File: src/rtl/vga_sync_decoder.sv
// Rebuilds 640x480 pixel coordinates, valid window and lock status from a sampled hsync/vsync pair.
// Optional pulse-width checking is enabled by defining VGA_DECODE_WIDTH_CHECK_EN.
module vga_sync_decoder #(
  parameter int H_ACTIVE    = 640,
  parameter int H_FP        = 16,
  parameter int H_SYNC      = 96,
  parameter int H_TOTAL     = 800,
  parameter int V_ACTIVE    = 480,
  parameter int V_FP        = 10,
  parameter int V_SYNC      = 2,
  parameter int V_TOTAL     = 525,
  parameter int LOCK_FRAMES = 2
) (
  input  logic       clk,
  input  logic       rst,
  input  logic       hsync,
  input  logic       vsync,
  output logic [9:0] h_cnt,
  output logic [9:0] v_cnt,
  output logic       valid,
  output logic       locked,
  output logic       frame_start,
  output logic       sync_err,
  output logic [7:0] err_cnt
);

  localparam logic [9:0]  H_FALL    = 10'(H_ACTIVE + H_FP);
  localparam logic [9:0]  H_LAST    = 10'(H_TOTAL - 1);
  localparam logic [9:0]  V_FALL    = 10'(V_ACTIVE + V_FP);
  localparam logic [9:0]  V_LAST    = 10'(V_TOTAL - 1);
  localparam logic [10:0] H_TIMEOUT = 11'(H_TOTAL + 8);
  localparam logic [10:0] V_TIMEOUT = 11'(V_TOTAL + 2);
  localparam logic [3:0]  LOCK_N    = 4'(LOCK_FRAMES);

  typedef enum logic [1:0] {SEARCH, HLOCK, LOCKED} state_t;

  state_t      state_reg;
  logic        hsync_q, vsync_q;
  logic [10:0] h_gap_reg, v_gap_reg;
  logic [3:0]  good_reg;
  logic        v_aligned_reg;

  logic        fall_h, fall_v, h_wrap, tracking;
  logic [9:0]  h_next, v_next;
  logic        h_bad, h_lost, v_lost, v_check, v_bad, width_bad;
  logic        drop, err_now, lock_step, lock_next;

  always_comb begin
    fall_h = hsync_q & ~hsync;
    fall_v = vsync_q & ~vsync;
    h_wrap = ~fall_h & (h_cnt == H_LAST);

    if (fall_h)      h_next = H_FALL;
    else if (h_wrap) h_next = '0;
    else             h_next = h_cnt + 10'd1;

    // A vsync edge realigns the line count even when it lands on a line wrap.
    v_next = v_cnt;
    if (fall_v)      v_next = V_FALL;
    else if (h_wrap) v_next = (v_cnt == V_LAST) ? '0 : v_cnt + 10'd1;

    tracking  = (state_reg != SEARCH);
    h_bad     = tracking & fall_h & (h_cnt != H_FALL - 10'd1);
    h_lost    = tracking & ~fall_h & (h_gap_reg > H_TIMEOUT);
    v_lost    = (state_reg == LOCKED) & ~fall_v & h_wrap & (v_gap_reg >= V_TIMEOUT);
    v_check   = tracking & fall_v & v_aligned_reg;
    v_bad     = v_check & (v_cnt != V_FALL - 10'd1);
    drop      = h_bad | h_lost | v_lost | width_bad | ((state_reg == LOCKED) & v_bad);
    err_now   = drop | v_bad;
    lock_step = (state_reg == HLOCK) & v_check & ~v_bad & ((good_reg + 4'd1) == LOCK_N);
    lock_next = ~drop & ((state_reg == LOCKED) | lock_step);
  end

`ifdef VGA_DECODE_WIDTH_CHECK_EN
  logic [10:0] hw_reg;
  logic [9:0]  vw_reg;

  // Pulse lengths: hsync in samples, vsync in lines spent low.
  always_ff @(posedge clk) begin
    if (rst) begin
      hw_reg <= '0;
      vw_reg <= '0;
    end else begin
      if (fall_h)                      hw_reg <= 11'd1;
      else if (~hsync && hw_reg != '1) hw_reg <= hw_reg + 11'd1;
      if (fall_v)                                vw_reg <= 10'd1;
      else if (~vsync && h_wrap && vw_reg != '1) vw_reg <= vw_reg + 10'd1;
    end
  end

  assign width_bad = tracking &
                     ((~hsync_q & hsync & (hw_reg != 11'(H_SYNC))) |
                      (v_aligned_reg & ~vsync_q & vsync & (vw_reg != 10'(V_SYNC))));
`else
  assign width_bad = 1'b0;
`endif

  always_ff @(posedge clk) begin
    if (rst) begin
      state_reg     <= SEARCH;
      hsync_q       <= 1'b0;
      vsync_q       <= 1'b0;
      h_cnt         <= '0;
      v_cnt         <= '0;
      h_gap_reg     <= '0;
      v_gap_reg     <= '0;
      good_reg      <= '0;
      v_aligned_reg <= 1'b0;
      valid         <= 1'b0;
      locked        <= 1'b0;
      frame_start   <= 1'b0;
      sync_err      <= 1'b0;
      err_cnt       <= '0;
    end else begin
      hsync_q <= hsync;
      vsync_q <= vsync;
      h_cnt   <= h_next;
      v_cnt   <= v_next;

      if (fall_h)                h_gap_reg <= 11'd1;
      else if (h_gap_reg != '1)  h_gap_reg <= h_gap_reg + 11'd1;
      if (fall_v)                          v_gap_reg <= '0;
      else if (h_wrap && v_gap_reg != '1)  v_gap_reg <= v_gap_reg + 11'd1;

      sync_err <= err_now;
      if (err_now && err_cnt != 8'hFF) err_cnt <= err_cnt + 8'd1;

      locked      <= lock_next;
      valid       <= lock_next & (h_next < 10'(H_ACTIVE)) & (v_next < 10'(V_ACTIVE));
      frame_start <= lock_next & (h_next == '0) & (v_next == '0);

      case (state_reg)
        SEARCH: begin
          if (fall_h) begin
            state_reg     <= HLOCK;
            good_reg      <= '0;
            v_aligned_reg <= 1'b0;
          end
        end
        HLOCK: begin
          if (drop) begin
            state_reg <= SEARCH;
          end else if (fall_v) begin
            v_aligned_reg <= 1'b1;
            if (v_bad) begin
              good_reg <= '0;
            end else if (v_check) begin
              good_reg <= good_reg + 4'd1;
              if (lock_step) state_reg <= LOCKED;
            end
          end
        end
        LOCKED: begin
          if (drop) state_reg <= SEARCH;
        end
        default: state_reg <= SEARCH;
      endcase
    end
  end

endmodule

File: config.mk
export PLATFORM = sky130hd
export DESIGN_NAME = vga_sync_decoder
export DESIGN_NICKNAME = d
export VERILOG_FILES = /design/src/rtl/vga_sync_decoder.sv
export SDC_FILE = /design/constraint.sdc
export NUM_CORES = 1
export LEC_CHECK = 0
export BUFFER_PORTS_ARGS = -buffer_cell sky130_fd_sc_hd__buf_2
export CORE_UTILIZATION = 55
export DETAILED_ROUTE_END_ITERATION = 8
export GPL_ROUTABILITY_DRIVEN = 0
export PLACE_DENSITY_LB_ADDON = 0.25
export RECOVER_POWER = 100
export SYNTH_ARGS = -nofsm -noshare
export SYNTH_HDL_FRONTEND = slang
export SYNTH_SLANG_ARGS = --single-unit
File: constraint.sdc
create_clock -name clk -period 3.5 [get_ports clk]
set_clock_uncertainty 0.05 [all_clocks]
set_input_delay 0.525 -clock clk [delete_from_list [all_inputs] [get_ports clk]]
set_output_delay 0.525 -clock clk [all_outputs]
set_load 0.02 [all_outputs]
==> flow_metrics.py <==
metrics = {
    "floorplan": {
        "core_area_um2": 5610,
        "chipHeight_um": 79.1,
        "fp-row-count": 27,
        "pin_count": 36,
        "fp.dieW_um": 79.1,
        "start_util_pct": 58.2,
        "die_area_um2": 6250,
    },
    "cts": {
        "postCtsSetupBuffers": 0,
        "cts-buffers-inserted": 9,
        "clock_sinks": 63,
        "clockRootBuffer": "clkbuf_8",
        "tritoncts": "done",
        "cts_buffer_depth": 2,
        "cts_hold_buf": 0,
        "cts_resized": 0,
        "htreeDepth": 3,
        "clock_latency_ps": 340,
        "clk_pin_slew_ps": 70,
    },
    "route": {
        "drt-total-wl_mm": 7.11,
        "drt-initial-drc-count": 171,
        "wl_per_cell_um": 14.8,
        "dr.pass1.iters": 5,
        "ant_nets": 0,
        "via_per_inst": 5.88,
        "drc_errors": 0,
        "vias": 2834,
    },
    "yosys": {
        "synth_fp_nets": 391,
        "synthFlopType": "dfxtp_1",
        "ys_types": 59,
        "syn_area_per_cell_um2": 8.66,
        "syn_area_um2": 3270,
        "synth_edf_count": 0,
        "synth_cells": 377,
        "yosysSeqAreaShare_pct": 38.6,
        "synth_seq_cells": 63,
        "yosysWarnings": 0,
        "synthArstFlopShare_pct": 0,
    },
    "cells_and_area": {
        "fill_cells": 513,
        "finish.net_count": 420,
        "drive_gt1_share_pct": 5.12,
        "antenna_cells": 0,
        "fin_util_pct": 63.1,
        "fin_area_um2": 3540,
        "fin_cells": 482,
        "area_delta_synth_final_pct": 8.43,
    },
    "power": {
        "ir_drop_mv": 0.231,
        "power_mw": 1.38,
        "leakagePower_nw": 1.24,
        "power.density_nw_per_um2": 390,
    },
    "setup_path": {
        "critPathKind": "flip-flop to flip-flop",
        "end_kind": "flip-flop",
        "regToRegSetupSlack_ps": 540,
        "critPathArrivalTime_ps": 3150,
        "critPathRequiredTime_ps": 3680,
        "crit_path_start_kind": "flip-flop",
        "critPathMaxFanout": 12,
    },
    "global_route": {
        "grt_use_total_pct": 24.7,
        "grt_pass1_wl_mm": 12.1,
        "grt_max_degree": 36,
        "grt_antenna_before_repair": 0,
        "grt_overflow_total": 0,
        "grt_pass1_vias": 2561,
    },
    "timing": {
        "hold_viol": 0,
        "period_needed_ps": 2960,
        "post-route-period-util_pct": 84.7,
        "drv_slew": 36,
        "relSlewSlack_pct": -6.44,
        "worst_pin_slew_ps": 1600,
        "final.setup.tns_ps": 0,
        "finalHoldWorstSlack_ps": 385,
        "finalWorstSetupSlack_ps": 536,
        "max_freq_mhz": 337,
        "setup_viol": 0,
        "rsz0062_at_grt": "no",
    },
    "place": {
        "port_buffers": 35,
        "dp_hpwl_mm": 4.93,
        "dp_cells": 467,
        "dp_worst_setup_slack_ps": 620,
        "place_area_um2": 3450,
    },
    "min_path": {
        "hold_class": "primary input to flip-flop",
    },
    "job": {
        "drv_cap": 1,
    },
    "status": {
        "status": "complete, but fails checks",
        "violations": "capacitance limit, slew limit",
    },
}
==> metal layers <==
metal / vias up / track usage (%) / share of wire (%)
met2: 63 / 37.3 / 45
met4: 0 / 11.3 / 1.5
met5: - / 0 / 0
met1: 1344 / 33.7 / 48
li1: 1414 / - / -
met3: 13 / 4.83 / 4.5
==> path summary, 6_finish.rpt <==
path / start / end / cells after the start
max: h_cnt[0] / frame_start / 8
min: hsync / hsync_q / 2
min reg2reg: h_cnt[0] / h_cnt[0] / 1
max reg2reg: h_cnt[0] / frame_start / 8
==> layout make-up <==
cell class,instances,area [um2],share of cell area (%)
multi-input combinational,285,1850,52.3
sequential,63,1260,35.6
tap,72,90.1,2.54
inverter,11,41.3,1.17
clock inverter,1,5.00,0.141
clock buffer,14,153,4.31
timing repair buffer,36,138,3.89
==> power by group <==
part	total (mW)	switching (mW)	leakage, nW	internal (mW)
logic	0.0911	0.0590	0.648	0.0321
registers	0.750	0.0197	0.510	0.730
clock network	0.538	0.266	0.0805	0.273
==> critical path, cell delays in order, from the launching register on <==
cell,delay (ps)
dfxtp_1,400
ha_1,240
and4_1,280
nand4_1,460
o21ai_0,380
clkbuf_1,250
o2111ai_1,140
or4_1,430
a2111oi_2,230
==> synth_stat cells, types with 5 or more instances <==
master | n | area share, %
xor2_1 | 18 | 4.8
xnor2_1 | 20 | 5.4
dfxtp_1 | 63 | 39
nand2_1 | 19 | 2.2
nand2b_1 | 6 | 1.1
nor2_1 | 48 | 5.5
o21ai_0 | 10 | 1.5
clkbuf_1 | 11 | 1.3
nand3_1 | 19 | 2.9
nor3_1 | 8 | 1.2
inv_1 | 11 | 1.3
nand4_1 | 12 | 2.3
nor2b_1 | 8 | 1.5
ha_1 | 10 | 3.8
and4_1 | 5 | 1.3
a211oi_1 | 9 | 2.1
a21oi_1 | 19 | 2.9
and3_1 | 11 | 2.1
==> cell families (layout without fill, tap and decap cells) <==
kind of cell / count (synthesis) / count (layout) / synth area share [%]
compound gates: 71 / 71 / 15.2
xor+xnor: 38 / 38 / 10.2
fa+ha+maj: 10 / 10 / 3.83
buf+inv: 29 / 62 / 3.98
flops: 63 / 63 / 38.6
mux: 5 / 5 / 1.57
simple gates: 161 / 161 / 26.6
==> cells in the final DEF, fill, tap and decap left out, types with 3 or more instances in the layout <==
cell and instances:
nor3b_1 3, o21ai_0 11, xor2_1 18, clkbuf_1 38
dfxtp_1 63, nand2_1 19, a21oi_1 19, and4_1 5
nand4_1 13, a41oi_1 4, nor3_1 8, nor2_1 48
nand2b_1 6, xnor2_1 20, nor4b_1 3, mux2i_1 4
o21a_1 3, ha_1 10, nor2b_1 8, nand3_1 19
and3_1 11, o2111ai_1 3, inv_1 11, a211oi_1 9
clkbuf_8 10
Note: power is estimated with default switching activity, not from simulation.
